[config.mk]
export PLATFORM = sky130hd
export DESIGN_NAME = reaction_ctrl_flat
export DESIGN_NICKNAME = d
export VERILOG_FILES = /design/src/rtl/reaction_ctrl_if.sv /design/src/rtl/reaction_ctrl.sv /design/src/flat_wrapper.sv
export SDC_FILE = /design/constraint.sdc
export NUM_CORES = 1
export LEC_CHECK = 0
export ABC_AREA = 1
export CAP_MARGIN = 20
export CORE_MARGIN = 4
export CORE_UTILIZATION = 55
export DETAILED_ROUTE_END_ITERATION = 8
export PLACE_DENSITY = 0.77
export SYNTH_ARGS = -nofsm -noshare
export SYNTH_HDL_FRONTEND = slang
export SYNTH_SLANG_ARGS = --single-unit
export TNS_END_PERCENT = 50
[constraint.sdc]
create_clock -name Clk -period 2.7 [get_ports Clk]
set_clock_uncertainty 0.2 [all_clocks]
set_input_delay 0.54 -clock Clk [delete_from_list [all_inputs] [get_ports Clk]]
set_output_delay 0.54 -clock Clk [all_outputs]
set_load 0.1 [all_outputs]
[src/rtl/reaction_ctrl_if.sv]
// Signal bundle between the reaction-trial sequencer and its surroundings:
// push buttons and random wait value in, stimulus light and trial result out.
interface reaction_ctrl_if #(
   parameter int unsigned RAND_W = 13,
   parameter int unsigned TIME_W = 14
);
   logic              Start;
   logic              React;
   logic [RAND_W-1:0] RandomValue;
   logic              Led;
   logic [TIME_W-1:0] ReactTime;
   logic              Valid;
   logic              FalseStart;
   logic              Timeout;
   logic              Busy;

   // Master drives buttons and the random value, slave is the sequencer.
   modport master (
      output Start, React, RandomValue,
      input  Led, ReactTime, Valid, FalseStart, Timeout, Busy
   );

   modport slave (
      input  Start, React, RandomValue,
      output Led, ReactTime, Valid, FalseStart, Timeout, Busy
   );
endinterface

[src/rtl/reaction_ctrl.sv]
// Reaction-timer trial sequencer: random wait, stimulus light, millisecond
// reaction measurement with false-start and timeout reporting.
module reaction_ctrl #(
   parameter int unsigned TICKS_PER_MS = 1000,
   parameter int unsigned RAND_W       = 13,
   parameter int unsigned MIN_WAIT_MS  = 1000,
   parameter int unsigned TIME_W       = 14,
   parameter int unsigned MAX_REACT_MS = 9999
) (
   input logic            Clk,
   input logic            Rst,
   reaction_ctrl_if.slave bus
);

   localparam int unsigned       PRE_W     = (TICKS_PER_MS > 1) ? $clog2(TICKS_PER_MS) : 1;
   localparam logic [PRE_W-1:0]  PRE_LAST  = PRE_W'(TICKS_PER_MS - 1);
   localparam logic [TIME_W-1:0] MIN_WAIT  = TIME_W'(MIN_WAIT_MS);
   localparam logic [TIME_W-1:0] MAX_REACT = TIME_W'(MAX_REACT_MS);

   localparam logic [2:0] S_IDLE  = 3'd0;
   localparam logic [2:0] S_WAIT  = 3'd1;
   localparam logic [2:0] S_GO    = 3'd2;
   localparam logic [2:0] S_DONE  = 3'd3;
   localparam logic [2:0] S_FAULT = 3'd4;

   logic [2:0]        r_state,      w_state_d;
   logic              r_start_prev, r_react_prev;
   logic [PRE_W-1:0]  r_pre,        w_pre_d;
   logic [TIME_W-1:0] r_ms_cnt,     w_ms_cnt_d;
   logic [TIME_W-1:0] r_wait_ms,    w_wait_ms_d;
   logic              r_led,        w_led_d;
   logic [TIME_W-1:0] r_react_time, w_react_time_d;
   logic              r_valid,      w_valid_d;
   logic              r_false,      w_false_d;
   logic              r_timeout,    w_timeout_d;
   logic              r_busy,       w_busy_d;

   logic              w_start_edge;
   logic              w_react_edge;
   logic              w_tick;
   logic [TIME_W-1:0] w_ms_inc;

   assign w_start_edge = bus.Start & ~r_start_prev;
   assign w_react_edge = bus.React & ~r_react_prev;
   assign w_tick       = (r_pre == PRE_LAST);
   assign w_ms_inc     = r_ms_cnt + TIME_W'(1);

   // Next-state and registered-output logic for one trial.
   always_comb begin
      w_state_d      = r_state;
      w_pre_d        = r_pre;
      w_ms_cnt_d     = r_ms_cnt;
      w_wait_ms_d    = r_wait_ms;
      w_led_d        = r_led;
      w_react_time_d = r_react_time;
      w_valid_d      = r_valid;
      w_false_d      = r_false;
      w_timeout_d    = r_timeout;

      case (r_state)
         S_IDLE, S_DONE, S_FAULT: begin
            if (w_start_edge) begin
               w_state_d      = S_WAIT;
               w_wait_ms_d    = MIN_WAIT + TIME_W'(bus.RandomValue);
               w_ms_cnt_d     = '0;
               w_pre_d        = '0;
               w_valid_d      = 1'b0;
               w_false_d      = 1'b0;
               w_timeout_d    = 1'b0;
               w_react_time_d = '0;
            end
         end
         S_WAIT: begin
            w_pre_d = w_tick ? '0 : r_pre + PRE_W'(1);
            if (w_tick) w_ms_cnt_d = w_ms_inc;
            // A press before the light beats an expiring wait.
            if (w_react_edge) begin
               w_state_d      = S_FAULT;
               w_false_d      = 1'b1;
               w_led_d        = 1'b0;
               w_react_time_d = '0;
               w_pre_d        = '0;
            end else if (w_tick && (w_ms_inc == r_wait_ms)) begin
               w_state_d  = S_GO;
               w_led_d    = 1'b1;
               w_ms_cnt_d = '0;
               w_pre_d    = '0;
            end
         end
         S_GO: begin
            w_pre_d = w_tick ? '0 : r_pre + PRE_W'(1);
            if (w_tick) w_ms_cnt_d = w_ms_inc;
            // Reported time is completed milliseconds; a press wins over timeout.
            if (w_react_edge) begin
               w_state_d      = S_DONE;
               w_react_time_d = r_ms_cnt;
               w_valid_d      = 1'b1;
               w_led_d        = 1'b0;
               w_pre_d        = '0;
            end else if (w_tick && (w_ms_inc == MAX_REACT)) begin
               w_state_d      = S_DONE;
               w_react_time_d = MAX_REACT;
               w_timeout_d    = 1'b1;
               w_valid_d      = 1'b0;
               w_led_d        = 1'b0;
               w_pre_d        = '0;
            end
         end
         default: begin
            w_state_d = S_IDLE;
            w_led_d   = 1'b0;
         end
      endcase

      w_busy_d = (w_state_d == S_WAIT) || (w_state_d == S_GO);
   end

   // State, counters, button history and outputs; history resets high so a
   // button held through reset is not taken as a press.
   always_ff @(posedge Clk or negedge Rst) begin
      if (!Rst) begin
         r_state      <= S_IDLE;
         r_start_prev <= 1'b1;
         r_react_prev <= 1'b1;
         r_pre        <= '0;
         r_ms_cnt     <= '0;
         r_wait_ms    <= '0;
         r_led        <= 1'b0;
         r_react_time <= '0;
         r_valid      <= 1'b0;
         r_false      <= 1'b0;
         r_timeout    <= 1'b0;
         r_busy       <= 1'b0;
      end else begin
         r_state      <= w_state_d;
         r_start_prev <= bus.Start;
         r_react_prev <= bus.React;
         r_pre        <= w_pre_d;
         r_ms_cnt     <= w_ms_cnt_d;
         r_wait_ms    <= w_wait_ms_d;
         r_led        <= w_led_d;
         r_react_time <= w_react_time_d;
         r_valid      <= w_valid_d;
         r_false      <= w_false_d;
         r_timeout    <= w_timeout_d;
         r_busy       <= w_busy_d;
      end
   end

   assign bus.Led        = r_led;
   assign bus.ReactTime  = r_react_time;
   assign bus.Valid      = r_valid;
   assign bus.FalseStart = r_false;
   assign bus.Timeout    = r_timeout;
   assign bus.Busy       = r_busy;

endmodule

[src/flat_wrapper.sv]
// flat-port wrapper written by rule: the top's interface ports become plain ports
module reaction_ctrl_flat 
#(
   parameter int unsigned TICKS_PER_MS = 1000,
   parameter int unsigned RAND_W       = 13,
   parameter int unsigned MIN_WAIT_MS  = 1000,
   parameter int unsigned TIME_W       = 14,
   parameter int unsigned MAX_REACT_MS = 9999
)
  (Clk, Rst, bus_Start, bus_React, bus_RandomValue, bus_Led, bus_ReactTime, bus_Valid, bus_FalseStart, bus_Timeout, bus_Busy);
  reaction_ctrl_if #(.RAND_W(RAND_W), .TIME_W(TIME_W)) bus_i ();
  input logic Clk;
  input logic Rst;
  input wire logic [$bits(bus_i.Start)-1:0] bus_Start;
  input wire logic [$bits(bus_i.React)-1:0] bus_React;
  input wire logic [$bits(bus_i.RandomValue)-1:0] bus_RandomValue;
  output wire logic [$bits(bus_i.Led)-1:0] bus_Led;
  output wire logic [$bits(bus_i.ReactTime)-1:0] bus_ReactTime;
  output wire logic [$bits(bus_i.Valid)-1:0] bus_Valid;
  output wire logic [$bits(bus_i.FalseStart)-1:0] bus_FalseStart;
  output wire logic [$bits(bus_i.Timeout)-1:0] bus_Timeout;
  output wire logic [$bits(bus_i.Busy)-1:0] bus_Busy;
  assign bus_i.Start = bus_Start;
  assign bus_i.React = bus_React;
  assign bus_i.RandomValue = bus_RandomValue;
  assign bus_Led = bus_i.Led;
  assign bus_ReactTime = bus_i.ReactTime;
  assign bus_Valid = bus_i.Valid;
  assign bus_FalseStart = bus_i.FalseStart;
  assign bus_Timeout = bus_i.Timeout;
  assign bus_Busy = bus_i.Busy;
  reaction_ctrl #(.TICKS_PER_MS(TICKS_PER_MS), .RAND_W(RAND_W), .MIN_WAIT_MS(MIN_WAIT_MS), .TIME_W(TIME_W), .MAX_REACT_MS(MAX_REACT_MS)) u_core (.Clk(Clk), .Rst(Rst), .bus(bus_i));
endmodule
==> results of run 1 <==
[worst max path at each step]
stage                                           end  slack [ns]                           start
6_report             u_core.r_ms_cnt[4]$_DFFE_PN0P_        0.19  u_core.r_ms_cnt[1]$_DFFE_PN0P_
5_1_grt             u_core.r_ms_cnt[10]$_DFFE_PN0P_        0.01  u_core.r_ms_cnt[0]$_DFFE_PN0P_
4_1_cts        u_core.bus.ReactTime[10]$_DFFE_PN0P_        0.15  u_core.r_ms_cnt[0]$_DFFE_PN0P_
3_5_place_dp            u_core.r_pre[9]$_DFFE_PN0P_      -0.001                       bus_Start
3_3_place_gp            u_core.r_pre[9]$_DFFE_PN0P_        0.15                       bus_Start
2_1_floorplan       u_core.r_ms_cnt[11]$_DFFE_PN0P_        0.52  u_core.r_ms_cnt[0]$_DFFE_PN0P_
[kinds of logic (layout without fill, tap and decap cells)]
group	Yosys count	in the layout	share of synthesized area
DFF	62	62	0.402
adders and majority gates	4	4	0.0130
and+or+nand+nor	306	306	0.357
buffers and inverters	82	133	0.0949
AOI/OAI and AO/OA	76	76	0.114
xor gates and xnor gates	7	7	0.0159
muxes	1	1	0.00291
[cell type report]
cell class                      count  area, sq um  area share
Tap cell                           96          120      0.0268
Multi-Input combinational cell    394         1950       0.435
Timing Repair Buffer               47          390      0.0872
Clock inverter                      3         42.5     0.00950
Inverter                           70          263      0.0587
Clock buffer                       13          159      0.0355
Sequential cell                    62         1550       0.347
[registers in the layout, indices dropped and copies added, names as in the netlist]
register	count
u_core.r_state	3
u_core.bus.Timeout	1
u_core.r_ms_cnt	14
u_core.bus.ReactTime	14
u_core.r_start_prev	1
u_core.r_pre	10
u_core.r_wait_ms	14
u_core.bus.Busy	1
u_core.bus.Valid	1
u_core.bus.FalseStart	1
u_core.r_react_prev	1
u_core.bus.Led	1
[metal layers]
layer | vias to the layer above | global-route usage | share of wire
met5 | - | 0 | 0
met4 | 0 | 0.0693 | 0.013
met3 | 15 | 0.0402 | 0.076
met2 | 141 | 0.380 | 0.47
met1 | 1687 | 0.296 | 0.44
li1 | 1809 | - | -
[through the flow]
stage / setup WS (ns) / hold WS, ns
after floorplan: 0.521 / 0.0444
after global placement: 0.154 / 0.257
after detailed placement: -0.00134 / 0.255
after CTS: 0.149 / 0.287
after global routing: 0.0121 / 0.308
final: 0.186 / 0.283
[worst max-delay path: stages, from the launching register on]
cell and delay (ns):
dfrtp_1 0.39, buf_4 0.17, ha_1 0.30, xor2_1 0.15, nand2_1 0.08, nor2_1 0.10, nand2_1 0.06, nor3_1 0.19
nand3b_1 0.14, nor2_2 0.16, nand4_4 0.24, nand3_1 0.15, nand2_1 0.07
[power breakdown]
group          total (mW)  switching [mW]  internal (mW)
Clock               0.838           0.362          0.476
Combinational        1.26           0.900          0.365
Sequential           1.22           0.121           1.10
[synth_stat cells (4+ instances only)]
cell type,count,share of area
nand2_1,168,0.16
inv_1,67,0.065
dfrtp_1,60,0.39
nor2_1,53,0.051
nand3_1,43,0.056
o21ai_0,40,0.052
a21oi_1,12,0.016
nand2_2,10,0.016
o21ai_2,9,0.020
xor2_1,6,0.014
nand4_1,5,0.0081
nor2_2,5,0.0081
a31oi_1,4,0.0065
clkbuf_1,4,0.0039
ha_1,4,0.013
nand3_2,4,0.010
[what timing repair did]
action,in CTS,in global routing
hold buffers,1,0
hold endpoints to repair,14,0
resized for setup,0,2
setup endpoints to repair,0,30
==> impl_metrics.py, run 1 <==
metrics = {
    "layout": {
        "final_area_sq_mm": 0.00448,
        "final_cell_mix": "nand2_1 (168), inv_1 (67), dfrtp_1 (60)",
        "area_growth_pct": 15.9,
        "final_common_cell": "nand2_1",
        "fillers": 590,
        "n_antenna_cell": 0,
        "finish.utilization": 0.659,
        "final_cells": 685,
        "nNetsFinal": 605,
        "drive_gt1_frac": 0.151,
    },
    "worst_hold_path": {
        "min_path_cells": 2,
        "worstHoldPathType": "flip-flop to flip-flop",
        "min_to": "u_core.bus.ReactTime[13]$_DFFE_PN0P_",
        "hold_start": "u_core.bus.ReactTime[13]$_DFFE_PN0P_",
    },
    "clock_tree": {
        "cts_tree": "done",
        "cts.sinks": 62,
        "cts_root_buf": "clkbuf_8",
        "htree_levels": 3,
        "cts_buffers": 9,
        "clock_path_buffers": 2,
        "cts.clk_slew.worst_paths_ns": 0.07,
        "cts_setup_buffers": 0,
        "clk_latency_ns": 0.33,
    },
    "routing": {
        "routedWlPerCell_microns": 13.5,
        "drt_iter0_markers": 293,
        "vias": 3652,
        "ant_nets": 0,
        "vias_per_cell": 5.33,
        "drt-total-wl_mm": 9.24,
        "remaining_drc_errors": 0,
        "dr.pass1.iters": 5,
    },
    "job": {
        "cap_violations": 0,
    },
    "die": {
        "rows": 30,
        "die_height_microns": 91.8,
        "core_area_sq_mm": 0.00679,
        "num_io_pins": 36,
        "die_w_microns": 91.8,
        "die_area_sq_mm": 0.00843,
        "initial_core_util": 0.569,
    },
    "worst_setup_path": {
        "timing.rr.end": "u_core.r_ms_cnt[4]$_DFFE_PN0P_",
        "r2r_cells": 12,
        "reg2reg_from": "u_core.r_ms_cnt[1]$_DFFE_PN0P_",
        "critical_path_class": "flip-flop to flip-flop",
        "cp-end-kind": "flip-flop",
        "critical_path_required_ns": 2.72,
        "cp.arrival_ns": 2.54,
        "crit_path_start_kind": "flip-flop",
        "regToRegSetupSlack_ns": 0.19,
        "crit_fanout": 14,
    },
    "yosys": {
        "ys_types": 43,
        "async_flop_share": 1.00,
        "avgSynthCellArea_sq_um": 7.18,
        "syn-cell-area_sq_mm": 0.00386,
        "synth_nets": 559,
        "synth-seq-area-share": 0.402,
        "postSynthCellCount": 538,
        "synth-main-ff-cell": "dfrtp_1",
        "yosys_warnings": 0,
        "ys_seq_elements": 62,
        "synth_edf_count": 0,
    },
    "placement": {
        "io_buffers": 35,
        "dp_hpwl_mm": 7.13,
        "dpl_cell_area_sq_mm": 0.00426,
        "gp_congestion": 0.942,
        "placedCellCount": 668,
    },
    "global_route": {
        "first_global_vias": 3415,
        "grt_max_degree": 26,
        "grt_overflow": 0,
        "grt_first_pass_wirelength_mm": 15.4,
        "antenna_found_initial": 0,
        "grt_usage": 0.225,
    },
    "timing": {
        "worst_pin_slew_ns": 0.400,
        "post-route-period-util": 0.931,
        "rsz0062_at_grt": "false",
        "slew_viol_final": 0,
        "hold_viol_final": 0,
        "finalSetupViolCount": 0,
        "finalCriticalPeriod_ns": 2.51,
        "maxSlewHeadroom": 0.727,
        "tns_ns": 0,
        "max_freq_mhz": 398,
    },
    "outcome": {
        "status": "completed",
    },
    "power": {
        "p_per_area_mw_per_mm2": 741,
        "p_leak_nw": 2.18,
        "power_mw": 3.32,
        "vdd_drop_max_v": 0.000348,
    },
}
No activity file was read; power rests on OpenSTA's default activity.
==> run 2, diff against run 1 <==
ABC_AREA = 0   (was 1)
==> impl_metrics.py, run 2 <==
metrics = {
    "clock_tree": {
        "cts.sinks": 62,
        "cts_tree": "done",
        "clock_path_buffers": 2,
        "cts_root_buf": "clkbuf_8",
        "cts_buffers": 9,
        "htree_levels": 3,
        "clk_latency_ns": 0.35,
        "cts.clk_slew.worst_paths_ns": 0.08,
    },
    "global_route": {
        "grt_first_pass_wirelength_mm": 17.6,
        "antenna_found_initial": 0,
        "grt_overflow": 0,
        "first_global_vias": 3727,
        "top_usage_layer": "met2",
        "grt_max_degree": 39,
        "use_met1": 0.345,
        "use_met3": 0.0463,
        "grt_usage": 0.260,
        "met2_usage": 0.407,
    },
    "power": {
        "power_mw": 3.09,
        "power_frac_comb": 0.308,
        "clkPwrFrac": 0.314,
        "p_leak_nw": 2.29,
        "p_per_area_mw_per_mm2": 600,
        "vdd_drop_max_v": 0.000650,
        "internal_power_mw": 2.01,
        "p_seq_frac": 0.378,
        "p_sw_mw": 1.07,
        "sw_frac_of_total": 0.347,
    },
    "die": {
        "core_area_sq_mm": 0.00687,
        "die_height_microns": 92.4,
        "die_area_sq_mm": 0.00853,
        "rows": 30,
        "num_io_pins": 36,
        "die_w_microns": 92.4,
        "initial_core_util": 0.570,
    },
    "layout": {
        "nNetsFinal": 564,
        "area_growth_pct": 31.4,
        "drive_gt1_frac": 0.274,
        "final_cell_mix": "buf_4 (95), nand2_1 (59), dfrtp_1 (55)",
        "final_common_cell": "buf_4",
        "fillers": 495,
        "final_area_sq_mm": 0.00515,
        "multi_input_area_sq_mm": 0.00226,
        "finish.utilization": 0.749,
        "n_antenna_cell": 0,
        "register_area_sq_mm": 0.00156,
    },
    "yosys": {
        "avgSynthCellArea_sq_um": 8.80,
        "synth-simple-area-share": 0.257,
        "synth_nets": 466,
        "synth-seq-area-share": 0.397,
        "synth-main-ff-cell": "dfrtp_1",
        "syn-cell-area_sq_mm": 0.00392,
        "post-synth-top-area-cell": "dfrtp_1",
        "synth_xor_xnor_area_share": 0.0716,
        "synthTopCellsByArea": "dfrtp_1 (38%), nand2_1 (5.7%), o21ai_0 (5.1%)",
        "synth_compound_area_frac": 0.189,
        "async_flop_share": 1.00,
        "ys_types": 66,
        "synth_top_family_by_area": "simple AND/OR/NAND/NOR gates",
        "synth_edf_count": 0,
        "synth_top_area_frac": 0.384,
        "yosysMostFrequentCell": "dfrtp_1",
        "synth_commonest_cells": "dfrtp_1 (60), nand2_1 (59), o21ai_0 (40)",
        "yosys_warnings": 0,
        "ys_seq_elements": 62,
        "synth_fa_ha_area_frac": 0.0128,
        "postSynthCellCount": 445,
        "synth.area.mux_share": 0.0205,
    },
    "routing": {
        "remaining_drc_errors": 0,
        "dr.pass1.iters": 5,
        "drt_iter0_markers": 372,
        "ant_nets": 0,
        "drt-total-wl_mm": 10.7,
        "vias": 3836,
        "routedWlPerCell_microns": 16.6,
        "vias_per_cell": 5.96,
    },
    "worst_setup_path": {
        "crit_fanout": 8,
        "critical_path_required_ns": 2.76,
        "critPathMostFrequentCell": "or4b_4",
        "cp.arrival_ns": 2.99,
        "cp-end-kind": "flip-flop",
        "crit_path_start_kind": "flip-flop",
        "max_stage_delay_ns": 0.54,
        "slowest_stage": "or4b_4",
        "crit_chain": "inv_2, ha_1, or4b_4, a21oi_4, o2111ai_1, or4b_4, o21ai_4, nand2b_4, and3_4, mux2i_1",
        "critical_path_class": "flip-flop to flip-flop",
    },
    "placement": {
        "gp_congestion": 0.936,
        "dp_hpwl_mm": 7.97,
        "io_buffers": 35,
        "dpl_cell_area_sq_mm": 0.00480,
    },
    "timing": {
        "worst_pin_slew_ns": 1.05,
        "rsz0062_at_grt": "true",
        "hold_slack_ns": -0.0149,
        "finalCriticalPeriod_ns": 2.93,
        "post-route-period-util": 1.09,
        "hold_viol_final": 4,
        "final.setup.worst_slack_ns": -0.231,
        "max_freq_mhz": 341,
        "finalSetupViolCount": 31,
        "maxSlewHeadroom": 0.302,
        "slew_viol_final": 0,
    },
    "outcome": {
        "failed_checks": "hold timing, setup timing",
        "status": "complete, but fails checks",
    },
    "job": {
        "cap_violations": 0,
    },
    "worst_hold_path": {
        "worstHoldPathType": "input pin to async pin",
    },
}
run 2: cell types whose count changed in the layout (fill, tap and decap cells not counted), moves of 7 or more:
cell      change
and3_1        +9
a22o_1        +7
nor2_1       -28
nor2b_1       +7
nand2_2       -9
nand2_1     -109
nand3_1      -31
o21ai_2       -8
inv_1        -51
buf_4        +65
nand2b_1     +15
mux2i_1       +8
xnor2_1      +18
run 2: cell families after synthesis:
| family | after synthesis |
|---|---|
| AO/OA/AOI/OAI | 114 |
| XOR/XNOR | 32 |
| adder cells (fa/ha/maj) | 4 |
| buffers and inverters | 44 |
| flip-flops | 62 |
| multiplexers | 8 |
| AND/OR/NAND/NOR | 181 |
run 2: metrics by stage:
step / TNS (ns) / setup WS, ns / hold WS [ns] / std cells
global placement: -3.69 / -0.185 / 0.289 / 625
finish: -4.14 / -0.231 / -0.0149 / 644
detailed placement: -5.95 / -0.300 / 0.284 / 625
CTS: -3.38 / -0.218 / 0.00494 / 644
global route: -7.28 / -0.342 / 0.0446 / 644
floorplan: -1.40 / -0.129 / 0.0444 / 445
run 2: timing repair:
item / 4_1_cts / 5_1_grt
resized for setup: 21 / 3
hold buffers: 0 / 0
setup buffers: 4 / 0
endpoints found under the setup margin: 31 / 34
pin swaps: 7 / 3
run 2: power groups by stage:
stage / combinational (mW) / sequential (mW) / clock (mW)
3_5_place_dp: 0.935 / 1.18 / 0
4_1_cts: 0.944 / 1.16 / 0.974
3_3_place_gp: 0.912 / 1.17 / 0
6_report: 0.950 / 1.17 / 0.969
5_1_grt: 1.04 / 1.18 / 1.01
2_1_floorplan: 0.534 / 1.28 / 0
run 2: area by class of cell:
class,instances,area share
timing repair buffer,113,0.177
multi-input combinational,339,0.438
inverter,18,0.0131
tap,96,0.0233
clock buffer,13,0.0328
clock inverter,3,0.0126
sequential,62,0.303
run 2: worst paths after layout:
check                                                  from                                  end  slack (ns)  depth (start not counted)
hold / removal                                          Rst          u_core.r_pre[5]$_DFFE_PN0P_       -0.01                          1
max in group asynchronous                               Rst        u_core.r_react_prev$_DFF_PN1_        1.62                          2
min in group Clk           u_core.r_wait_ms[12]$_DFFE_PN0P_     u_core.r_wait_ms[12]$_DFFE_PN0P_        0.30                          2
hold reg to reg            u_core.r_wait_ms[12]$_DFFE_PN0P_     u_core.r_wait_ms[12]$_DFFE_PN0P_        0.30                          2
setup reg to reg             u_core.r_ms_cnt[0]$_DFFE_PN0P_  u_core.bus.ReactTime[1]$_DFFE_PN0P_       -0.23                         10
setup / recovery             u_core.r_ms_cnt[0]$_DFFE_PN0P_  u_core.bus.ReactTime[1]$_DFFE_PN0P_       -0.23                         10
run 2: metal layers:
metal	up-vias	wire length [microns]
met5	-	0
met3	42	843
met4	0	415
li1	1786	-
met1	1824	4550
met2	184	4880
run 2: critical path: cells and delay by family (launching register included):
kind / cells / cell delay, ns
and+or+nand+nor: 4 / 1.45
muxes: 1 / 0.19
buffers and inverters: 1 / 0.05
adders and majority gates: 1 / 0.13
DFF: 1 / 0.43
AOI/OAI and AO/OA: 3 / 0.39
